**src/rtl/key_debounce.sv**
```systemverilog
// key_debounce: synchronise, debounce and edge-detect a raw pushbutton.
// Define KEY_DEBOUNCE_TOGGLE_EN to build the push-on/push-off key_toggle register.
module key_debounce #(
    parameter int unsigned STABLE_CYCLES  = 500000,
    parameter bit          KEY_ACTIVE_LOW = 1'b1
) (
    input  logic CLOCK_50,
    input  logic reset,
    input  logic key_raw,
    output logic key_level,
    output logic key_press,
    output logic key_release,
    output logic key_toggle
);

    localparam int CW = $clog2(STABLE_CYCLES + 1);
    localparam logic [CW-1:0] CNT_LAST = CW'(STABLE_CYCLES - 1);
    localparam logic [CW-1:0] CNT_ONE  = CW'(1);

    typedef enum logic [1:0] {
        REL,
        WAIT_P,
        PRS,
        WAIT_R
    } state_t;

    logic          r_sync1;
    logic          r_sync2;
    state_t        r_state;
    state_t        w_state_nxt;
    logic [CW-1:0] r_cnt;
    logic [CW-1:0] w_cnt_nxt;
    logic          r_level;
    logic          r_press;
    logic          r_release;
    logic          w_pressed;
    logic          w_level_nxt;
    logic          w_press_nxt;
    logic          w_release_nxt;

    // Synchroniser idles at the released pin level so reset never fakes a press
    always_ff @(posedge CLOCK_50 or negedge reset) begin
        if (!reset) begin
            r_sync1 <= KEY_ACTIVE_LOW;
            r_sync2 <= KEY_ACTIVE_LOW;
        end else begin
            r_sync1 <= key_raw;
            r_sync2 <= r_sync1;
        end
    end

    assign w_pressed = r_sync2 ^ KEY_ACTIVE_LOW;

    always_ff @(posedge CLOCK_50 or negedge reset) begin
        if (!reset) begin
            r_state <= REL;
            r_cnt   <= '0;
        end else begin
            r_state <= w_state_nxt;
            r_cnt   <= w_cnt_nxt;
        end
    end

    always_comb begin
        w_state_nxt = r_state;
        w_cnt_nxt   = r_cnt;
        unique case (r_state)
            REL: begin
                if (w_pressed) begin
                    w_state_nxt = WAIT_P;
                    w_cnt_nxt   = CNT_ONE;
                end
            end
            WAIT_P: begin
                if (!w_pressed) begin
                    w_state_nxt = REL;
                    w_cnt_nxt   = '0;
                end else if (r_cnt == CNT_LAST) begin
                    w_state_nxt = PRS;
                    w_cnt_nxt   = '0;
                end else begin
                    w_cnt_nxt = r_cnt + CNT_ONE;
                end
            end
            PRS: begin
                if (!w_pressed) begin
                    w_state_nxt = WAIT_R;
                    w_cnt_nxt   = CNT_ONE;
                end
            end
            WAIT_R: begin
                if (w_pressed) begin
                    w_state_nxt = PRS;
                    w_cnt_nxt   = '0;
                end else if (r_cnt == CNT_LAST) begin
                    w_state_nxt = REL;
                    w_cnt_nxt   = '0;
                end else begin
                    w_cnt_nxt = r_cnt + CNT_ONE;
                end
            end
            default: begin
                w_state_nxt = REL;
                w_cnt_nxt   = '0;
            end
        endcase
    end

    // Level lags the state by one cycle; strobes fire when the level catches up
    assign w_level_nxt   = (r_state == PRS) || (r_state == WAIT_R);
    assign w_press_nxt   = (r_state == PRS) && !r_level;
    assign w_release_nxt = (r_state == REL) && r_level;

    always_ff @(posedge CLOCK_50 or negedge reset) begin
        if (!reset) begin
            r_level   <= 1'b0;
            r_press   <= 1'b0;
            r_release <= 1'b0;
        end else begin
            r_level   <= w_level_nxt;
            r_press   <= w_press_nxt;
            r_release <= w_release_nxt;
        end
    end

    assign key_level   = r_level;
    assign key_press   = r_press;
    assign key_release = r_release;

`ifdef KEY_DEBOUNCE_TOGGLE_EN
    logic r_toggle;

    always_ff @(posedge CLOCK_50 or negedge reset) begin
        if (!reset) begin
            r_toggle <= 1'b0;
        end else if (w_press_nxt) begin
            r_toggle <= ~r_toggle;
        end
    end

    assign key_toggle = r_toggle;
`else
    assign key_toggle = 1'b0;
`endif

endmodule

```
**config.mk**
```make
export PLATFORM = sky130hd
export DESIGN_NAME = key_debounce
export DESIGN_NICKNAME = d
export VERILOG_FILES = /design/src/rtl/key_debounce.sv
export SDC_FILE = /design/constraint.sdc
export NUM_CORES = 1
export LEC_CHECK = 0
export ABC_AREA = 1
export ABC_CLOCK_PERIOD_IN_PS = 1450
export CAP_MARGIN = 20
export CORE_ASPECT_RATIO = 1.2
export CORE_MARGIN = 1
export CORE_UTILIZATION = 54
export DETAILED_ROUTE_END_ITERATION = 6
export PLACE_DENSITY = 0.82
export SETUP_SLACK_MARGIN = 0.05
export SYNTH_ARGS = -nofsm -noshare
export SYNTH_HDL_FRONTEND = slang
export SYNTH_SLANG_ARGS = --single-unit
```
**constraint.sdc**
```tcl
create_clock -name CLOCK_50 -period 1.45 [get_ports CLOCK_50]
set_clock_uncertainty 0.1 [all_clocks]
set_input_delay 0.145 -clock CLOCK_50 [delete_from_list [all_inputs] [get_ports CLOCK_50]]
set_output_delay 0.145 -clock CLOCK_50 [all_outputs]
set_load 0.01 [all_outputs]
```
== Word-level counts from Yosys, hierarchy flattened ==
Index checks and enable logic that the tools add are counted.

* Register bits: 26
* Bits of input ports: 3
* Output and inout port bits: 4
* Logic and storage cells: 36

* Add/subtract/negate cells: 1
* Eq/ne operators: 8
* Muxes and demuxes: 13
* Reduce and logical (&&, ||, !) cells: 7

{| class="wikitable"
|+ Operator list
! kind !! number
|-
| two-way mux 19 bit || 5
|-
| case mux 19 bit (4 select lines) || 1
|-
| adder 19 x 1 -> 19 bit, second input constant || 1
|-
| equality test 19 bit, second input constant || 1
|-
| two-way mux 2 bit || 6
|-
| case mux 2 bit (4 select lines) || 1
|-
| != test 3 bit, second input constant || 2
|-
| equality test 2 bit, second input constant || 2
|-
| != test 2 bit, second input constant || 2
|-
| AND reduction 4 bit || 1
|-
| equality test 2 x 1 -> 1 bit, second input constant || 1
|-
| logical AND 1 bit || 2
|-
| zero test 2 bit || 1
|-
| AND reduction 2 bit || 1
|-
| zero test 1 bit || 1
|-
| logical OR 1 bit || 1
|}

== Longest topological paths before layout ==
Gate-level depths: netlist (run 1).

* Depth in word-level cells: 4
* Gate-level depth with buffers: 9

== Worst setup path after synthesis (run 1) ==
OpenSTA, ideal clock, no wires.

* Path kind: register to register
* From: register r_cnt[0]
* To: register r_cnt[7]
* Library setup time: 0.128 ns
* Arrival: 1.243 ns
* Setup slack: -0.021 ns
* Cell stages (with the launch flop): 8
* Cell sequence: dfrtp_1 -> ha_1 -> nand3_2 -> nor2_2 -> nand3_1 -> nand2_2 -> buf_6 -> o22ai_1

* Cells in the longest elaborated chain, start to end: 4

{| class="wikitable"
|+ RTL lines
! what !! line !! RTL
|-
| from (decl) || 31 || <nowiki>logic [CW-1:0] r_cnt;</nowiki>
|-
| from (signal assigned) || 60 || <nowiki>r_cnt <= w_cnt_nxt;</nowiki>
|-
| adder 19 x 1 -> 19 bit / equality test 19 bit (equally long branches) || - ||
|-
| two-way mux 19 bit * || 78, 95 ||
|-
| two-way mux 19 bit (on tied branches) || 92, 75 ||
|-
| case mux 19 bit (4 select lines) * || 67 || <nowiki>unique case (r_state)</nowiki>
|}

Mark *: on every way between the ends. The rest lies on a longest branch, timed or not.
A chain may end at the register's enable or synchronous reset.

== Final worst setup path (run 1) ==
* From: register r_sync2
* To: register r_cnt[7]

* Cells in the longest elaborated chain, start to end: 2

{| class="wikitable"
|+ RTL lines
! what !! line !! RTL
|-
| from (decl) || 28 || <nowiki>logic r_sync2;</nowiki>
|-
| from (signal assigned) || 48 || <nowiki>r_sync2 <= r_sync1;</nowiki>
|-
| two-way mux 19 bit (tied with other cells) || 92 || <nowiki>if (w_pressed) begin</nowiki>
|-
| case mux 19 bit (4 select lines) / AND reduction 2 bit (equally long branches) || - ||
|}

Parallel ways exist; a longest one is shown, timed or not.

==> results of run 1 <==
stage by stage:
stage	TNS, ns	area [sq um]	power [uW]	utilization, %	setup slack (ns)
CTS	-0.592	2000	2400	71.7	-0.0705
finish	-1.40	2050	2530	73.5	-0.125
detailed placement	-0.613	1840	1790	66.1	-0.0768
global placement	-0.0865	1840	1760	66.1	-0.0276
global route	-2.29	2050	2650	73.5	-0.147
floorplan	0	1610	1430	-	0.0511
cell families (layout without fill, tap and decap cells):
group | after synthesis | count (layout) | synth area share (%)
buf+inv | 28 | 59 | 8.01
simple gates | 145 | 146 | 40.3
compound gates | 14 | 14 | 4.79
flops | 26 | 26 | 41.0
fa+ha+maj | 1 | 1 | 0.785
other cells | 1 | 1 | 0.235
xor+xnor | 8 | 8 | 4.87
area by class of cell:
| class | count | area [sq um] |
|---|---|---|
| Timing Repair Buffer | 35 | 283 |
| Fill cell | 217 | 737 |
| Tap cell | 34 | 42.5 |
| Clock buffer | 3 | 22.5 |
| Inverter | 20 | 75.1 |
| Multi-Input combinational cell | 170 | 932 |
| Clock inverter | 1 | 30.0 |
| Sequential cell | 26 | 663 |
how the worst min path moves through the flow:
stage                 startpoint                    end  slack, ns  cells after the start
2_1_floorplan              reset              async pin      -0.25                      0
3_3_place_gp   r_sync1$_DFF_PN1_      r_sync2$_DFF_PN1_       0.25                      0
3_5_place_dp   r_sync1$_DFF_PN1_      r_sync2$_DFF_PN1_       0.25                      0
4_1_cts                    reset  r_cnt[14]$_DFFE_PN0P_       0.08                      2
5_1_grt                    reset   r_cnt[8]$_DFFE_PN0P_       0.09                      2
6_report                   reset   r_cnt[8]$_DFFE_PN0P_       0.06                      2
registers in the layout, indices dropped and copies added (netlist names), named ones only:
name / count
r_sync2: 1
key_release: 1
key_level: 1
r_cnt: 19
key_press: 1
r_state: 1
r_sync1: 1
cell usage after synthesis:
master,n
sky130_fd_sc_hd__a21oi_1,2
sky130_fd_sc_hd__and2_1,1
sky130_fd_sc_hd__buf_2,1
sky130_fd_sc_hd__buf_4,3
sky130_fd_sc_hd__buf_6,1
sky130_fd_sc_hd__clkbuf_1,1
sky130_fd_sc_hd__clkbuf_2,2
sky130_fd_sc_hd__conb_1,1
sky130_fd_sc_hd__dfrtp_1,24
sky130_fd_sc_hd__dfstp_2,2
sky130_fd_sc_hd__ha_1,1
sky130_fd_sc_hd__inv_1,20
sky130_fd_sc_hd__nand2_1,74
sky130_fd_sc_hd__nand2_2,3
sky130_fd_sc_hd__nand3_1,13
sky130_fd_sc_hd__nand3_2,2
sky130_fd_sc_hd__nand3b_1,2
sky130_fd_sc_hd__nand4_1,8
sky130_fd_sc_hd__nor2_1,33
sky130_fd_sc_hd__nor2_2,3
sky130_fd_sc_hd__nor2_4,1
sky130_fd_sc_hd__nor3_1,1
sky130_fd_sc_hd__nor3_2,1
sky130_fd_sc_hd__nor3b_1,1
sky130_fd_sc_hd__o21ai_0,3
sky130_fd_sc_hd__o21ai_1,5
sky130_fd_sc_hd__o21bai_1,1
sky130_fd_sc_hd__o22ai_1,3
sky130_fd_sc_hd__or2_2,2
sky130_fd_sc_hd__xnor2_1,2
sky130_fd_sc_hd__xnor2_2,1
sky130_fd_sc_hd__xor2_1,5
worst max-delay path: stages (launching register included):
cell                      delay, ns
sky130_fd_sc_hd__dfstp_2       0.59
sky130_fd_sc_hd__xnor2_2       0.14
sky130_fd_sc_hd__nand2_1       0.14
sky130_fd_sc_hd__inv_1         0.23
sky130_fd_sc_hd__nand2_4       0.12
sky130_fd_sc_hd__o22ai_1       0.18
power by group:
part	leakage, uW	internal (uW)	switching [uW]	total, uW
clock network	0.0000279	280	232	511
logic	0.000532	468	620	1090
registers	0.000333	828	99.0	927
total	0.000893	1580	950	2530
timing repair:
item | CTS | global route
endpoints found under the setup margin | 23 | 21
gates resized for setup | 23 | 14
cloned | 1 | 0
pin swaps | 7 | 8
setup buffers | 2 | 3
metal layers:
metal | routed length [microns] | GRT usage [%] | share of wire (%)
met1 | 1760 | 33.8 | 38
met5 | 0 | 0 | 0
met2 | 2350 | 54.2 | 51
met4 | 268 | 17.4 | 5.9
met3 | 196 | 4.69 | 4.3
==> summary.log, run 1 <==
INFO  die            core-area=0.00279sqmm
INFO  routing        totalWireLength=4.57mm
INFO  routing        antenna_left=0
INFO  layout         ratio_of_cells_with_drive_above_1_in_the_final_layout=29.8%
INFO  global_routing globalRouteTotalUtil=30.1%
INFO  logic_synthesis post-synth-top-area-fraction=37.7%
INFO  layout         num-nets-final=260
INFO  placement      place_inst=279
INFO  die            floorplan.die.height=61.5microns
INFO  power          powerDensity=1230mW/mm^2
INFO  clocking       cts_made_buffers=3
INFO  logic_synthesis cells_after_synthesis=223
INFO  die            io_pins=7
INFO  routing        drc=0
INFO  worst_setup_path worst_r2r_startpoint=r_sync2$_DFF_PN1_
INFO  power          p_leak=0.000893uW
INFO  clocking       clock-root-buffer=sky130_fd_sc_hd__clkbuf_4
INFO  worst_setup_path r2r_setup_slack=-0.13ns
INFO  worst_setup_path timing.critical_path.to=r_cnt[7]$_DFFE_PN0P_
INFO  sta            min_period=1.58ns
INFO  worst_setup_path reg2regPathDepth=5
INFO  global_routing grt.overflow.total=0
INFO  worst_setup_path crit_type=register to register
INFO  status         outcome=complete, but fails checks
INFO  logic_synthesis synth_area_per_cell=7.14squm
INFO  sta            hold_ws=0.0589ns
INFO  logic_synthesis ys_warns=0
INFO  clocking       clkSinkCount=26
INFO  die            floorplan.initialDensity=57.2%
INFO  routing        first_iter_violations=53
INFO  routing        routed_wire_length_per_instance=15.8microns
INFO  worst_setup_path startpoint=r_sync2$_DFF_PN1_
INFO  worst_setup_path worstPathArrival=1.72ns
INFO  global_routing grt_first_pass_wirelength=7.09mm
INFO  run            maxCapViolCount=0
INFO  worst_setup_path crit_path_max_fanout=6
INFO  logic_synthesis synth-seq-cells=26
INFO  sta            min_period_over_period=109%
INFO  logic_synthesis synth_top_cell_by_area=sky130_fd_sc_hd__dfrtp_1
INFO  sta            maxClockFrequency=635MHz
INFO  placement      detailed_place_hpwl=2.71mm
INFO  die            design.die.area=0.00317sqmm
INFO  logic_synthesis post_synth_instance_area=0.00159sqmm
INFO  routing        num_vias=1633
INFO  layout         post_layout_nonfiller_instances=289
INFO  logic_synthesis synth_area_leaders=sky130_fd_sc_hd__dfrtp_1 38%, sky130_fd_sc_hd__nand2_1 17%, sky130_fd_sc_hd__nor2_1 7.8%
INFO  layout         area_growth=28.6%
INFO  clocking       tritoncts=yes
INFO  sta            postLayoutSetupSlackWorst=-0.125ns
INFO  clocking       clk_latency_worst_skew_pair=0.33ns
INFO  clocking       clock_tree.buffer_depth=2
INFO  logic_synthesis ys_types=32
INFO  worst_setup_path crit_path_start_kind=register
INFO  placement      buffer_ports.inserted=5
INFO  worst_setup_path critical_path.reg2reg.endpoint=r_cnt[7]$_DFFE_PN0P_
INFO  routing        first_pass_detailed_route_iteration_total=4
INFO  global_routing antenna_violations_before_repair=0
INFO  worst_setup_path crit_path_end_kind=register
INFO  worst_setup_path worst_endpoint_required_time=1.60ns
INFO  die            die_width=51.6microns
INFO  logic_synthesis synth.yosys.seq_area_share=41.0%
INFO  clocking       cts.reportedPaths.clkPinSlew=0.15ns
INFO  layout         layout_commonest_cell=sky130_fd_sc_hd__nand2_1
INFO  status         failed_checks=negative setup slack
INFO  clocking       cts-hold-fix-buffers=0
INFO  global_routing number_of_global_route_vias_before_repair=1653
INFO  global_routing grt_start_max_net_pins=27
INFO  power          ir_worst_vdd=1390uV
INFO  layout         antennaDiodeCount=0
INFO  logic_synthesis synth.net_count=227
INFO  placement      gpl.final_weighted_congestion=0.862
INFO  min_path       hold_path.class=primary input to async pin
INFO  die            fp-row-count=21
INFO  sta            maxSlewViolCount=0
INFO  sta            final-setup-viol-count=20
INFO  routing        drt_via_density=5.65
INFO  sta            unrepaired_setup_endpoints_after_global_routing=yes
INFO  sta            final_hold_viol_count=0
INFO  clocking       ctsHtreeMaxLevel=1
INFO  layout         mostFrequentLayoutCells=69 x sky130_fd_sc_hd__nand2_1, 29 x sky130_fd_sc_hd__nor2_1, 27 x sky130_fd_sc_hd__buf_4, 20 x sky130_fd_sc_hd__inv_1, 16 x sky130_fd_sc_hd__dfrtp_1
(Power assumes the default switching activity.)
==> run 2, diff against run 1 <==
- CORE_UTILIZATION: 54 -> 35
- CTS_CLUSTER_SIZE: not set -> 14
- PLACE_DENSITY: 0.82 -> 0.6
==> summary.log, run 2 (same netlist as run 1, synthesis figures left out) <==
INFO  global_routing number_of_global_route_vias_before_repair=1542 [-6.7%]
INFO  worst_setup_path crit_path_start_kind=register
INFO  global_routing globalRouteTotalUtil=18.0% [-12 points]
INFO  layout         antennaDiodeCount=0 [unchanged]
INFO  worst_setup_path critical-path-top-cell-by-count=sky130_fd_sc_hd__nor2_1
INFO  routing        drt_via_density=4.81 [-15%]
INFO  routing        num_vias=1524 [-6.7%]
INFO  worst_setup_path worstPathArrival=1.58ns [-0.14 ns]
INFO  sta            maxSlewViolCount=0 [unchanged]
INFO  status         outcome=complete, but fails checks
INFO  power          p_leak=0.000968uW [+8.5%]
INFO  power          powerDensity=1130mW/mm^2 [-8.3%]
INFO  clocking       ctsHtreeMaxLevel=1 [unchanged]
INFO  sta            final_hold_viol_count=0 [unchanged]
INFO  run            maxCapViolCount=0 [unchanged]
INFO  die            die_width=63.6microns [+23%]
INFO  routing        antenna_left=0 [unchanged]
INFO  worst_setup_path crit_path_max_incr_delay=0.40ns [-0.19 ns]
INFO  worst_setup_path crit_path_end_kind=register
INFO  sta            min_period_over_period=103% [-5.3 points]
INFO  global_routing global_routing_usage_on_met2=32.9% [-21 points]
INFO  clocking       cts_made_buffers=3 [unchanged]
INFO  clocking       clock-root-buffer=sky130_fd_sc_hd__clkbuf_8
INFO  worst_setup_path crit_path_cell_trace=ha_4 > nand3_4 > buf_6 > nand3b_1 > nor2_1 > nor2_1 > nand3_2 > nand2_1
INFO  global_routing met3_usage=2.69% [-2.0 points]
INFO  global_routing global_route.usage.met1=22.2% [-12 points]
INFO  routing        routed_wire_length_per_instance=12.3microns [-22%]
INFO  placement      detailed_place_hpwl=2.79mm [+3.2%]
INFO  routing        totalWireLength=3.89mm [-15%]
INFO  placement      buffer_ports.inserted=5 [unchanged]
INFO  layout         num-nets-final=266 [+2.3%]
INFO  layout         layout_commonest_cell=sky130_fd_sc_hd__nand2_1
INFO  worst_setup_path worst_endpoint_required_time=1.53ns [-0.07 ns]
INFO  layout         largest_register_ffs=19 [unchanged]
INFO  clocking       tritoncts=yes
INFO  global_routing antenna_violations_before_repair=0 [unchanged]
INFO  power          ir_worst_vdd=644uV [-54%]
INFO  clocking       clk_latency_worst_skew_pair=0.28ns [-0.05 ns]
INFO  die            design.die.area=0.00483sqmm [+52%]
INFO  global_routing grt_start_max_net_pins=27 [unchanged]
INFO  sta            postLayoutSetupSlackWorst=-0.0487ns [+0.0765 ns]
INFO  worst_setup_path crit_buf_inv=1 [unchanged]
INFO  die            core-area=0.00433sqmm [+55%]
INFO  power          total_power=2450uW [-2.9%]
INFO  routing        first_iter_violations=51 [-3.8%]
INFO  layout         final.fill_count=426 [+96%]
INFO  min_path       hold_path.class=primary input to async pin
INFO  routing        drc=0 [unchanged]
INFO  layout         max_flop_register=r_cnt
INFO  worst_setup_path crit_type=register to register
INFO  worst_setup_path timing.critical_path.max_delay_family=simple AND/OR/NAND/NOR gates
INFO  placement      gpl.final_weighted_congestion=0.832 [-3.5%]
INFO  clocking       clkSinkCount=26 [unchanged]
INFO  die            floorplan.die.height=75.9microns [+23%]
INFO  clocking       cts-hold-fix-buffers=0 [unchanged]
INFO  layout         area_growth=36.2%
INFO  global_routing grt_first_pass_wirelength=6.83mm [-3.7%]
INFO  sta            unrepaired_setup_endpoints_after_global_routing=yes
INFO  global_routing grt_most_used_layer=met2
INFO  global_routing grt.overflow.total=0 [unchanged]
INFO  sta            tns=-0.199ns [+1.20 ns]
INFO  die            io_pins=7 [unchanged]
INFO  worst_setup_path worst_path_max_delay_cell=sky130_fd_sc_hd__dfrtp_1
INFO  die            fp-row-count=26 [+24%]
INFO  clocking       cts.reportedPaths.clkPinSlew=0.09ns [-0.06 ns]
INFO  layout         mostFrequentLayoutCells=71 x sky130_fd_sc_hd__nand2_1, 31 x sky130_fd_sc_hd__buf_4, 26 x sky130_fd_sc_hd__nor2_1, 20 x sky130_fd_sc_hd__dfrtp_1, 18 x sky130_fd_sc_hd__inv_1
INFO  layout         ratio_of_cells_with_drive_above_1_in_the_final_layout=31.4% [+1.6 points]
INFO  sta            min_period=1.50ns [-0.0765 ns]
INFO  clocking       clock_tree.buffer_depth=2 [unchanged]
INFO  die            floorplan.initialDensity=36.8% [-20 points]
INFO  sta            final-setup-viol-count=7 [-65%]
INFO  routing        first_pass_detailed_route_iteration_total=5 [+1]
INFO  status         failed_checks=negative setup slack
INFO  sta            maxClockFrequency=667MHz [+5.1%]
INFO  worst_setup_path crit_path_max_fanout=4 [-2]
run 2: changes by cell type in the layout (fill, tap and decap cells not counted), sizes merged:
cell / previous run / this run
dlygate4sd2: 3 / 1
buf: 30 / 36
dlymetal6s2s: 0 / 2
run 2: final cells by class:
type / instances / area [sq um] / share of cell area (%)
multi-input cells: 170 / 943 / 43.5
flip-flops and latches: 26 / 658 / 30.3
repair buffers: 41 / 352 / 16.2
inverters: 20 / 75.1 / 3.46
well taps: 56 / 70.1 / 3.23
clock buffers: 3 / 41.3 / 1.90
clock inverters: 1 / 30.0 / 1.38
run 2: repair_timing:
item | in CTS | in global routing
hold endpoints to repair | 0 | 0
resized for setup | 15 | 26
cloned | 1 | 0
setup buffers | 2 | 4
setup endpoints to repair | 20 | 23
pin swaps | 4 | 14
run 2: where the power goes:
| group | leakage (uW) | internal [uW] | switching, uW |
|---|---|---|---|
| logic | 0.000593 | 407 | 522 |
| clock network | 0.0000357 | 370 | 248 |
| registers | 0.000340 | 824 | 81.6 |
run 2: routing by layer:
layer  part of all wire [%]  vias to the layer above  wire [microns]
li1                       -                      777               -
met1                     45                      730            1760
met2                     52                       12            2020
met3                    2.0                        5              76
met4                   0.90                        0              35
met5                      0                        -               0
run 2: stage by stage:
step	cell area, sq um	instances	setup slack, ns	util, %	hold WS (ns)
after global routing	2170	317	-0.135	50.1	0.130
after CTS	2070	313	-0.0778	47.8	0.114
after global placement	1920	306	-0.0456	44.3	0.250
final	2170	317	-0.0487	50.1	0.107
after detailed placement	1920	306	-0.0810	44.3	0.249
after floorplan	1610	223	0.0511	-	-0.251
run 2: path summary, 6_finish.rpt:
path / startpoint / end / slack, ns / cells after the start
hold / removal: reset / r_cnt[10]$_DFFE_PN0P_ / 0.11 / 2
setup / recovery: r_cnt[1]$_DFFE_PN0P_ / r_cnt[14]$_DFFE_PN0P_ / -0.05 / 8
setup reg to reg: r_cnt[1]$_DFFE_PN0P_ / r_cnt[14]$_DFFE_PN0P_ / -0.05 / 8
max in group asynchronous: reset / r_sync2$_DFF_PN1_ / 0.91 / 2
hold reg to reg: r_sync1$_DFF_PN1_ / r_sync2$_DFF_PN1_ / 0.26 / 0
min in group CLOCK_50: key_raw / r_sync1$_DFF_PN1_ / 0.18 / 1
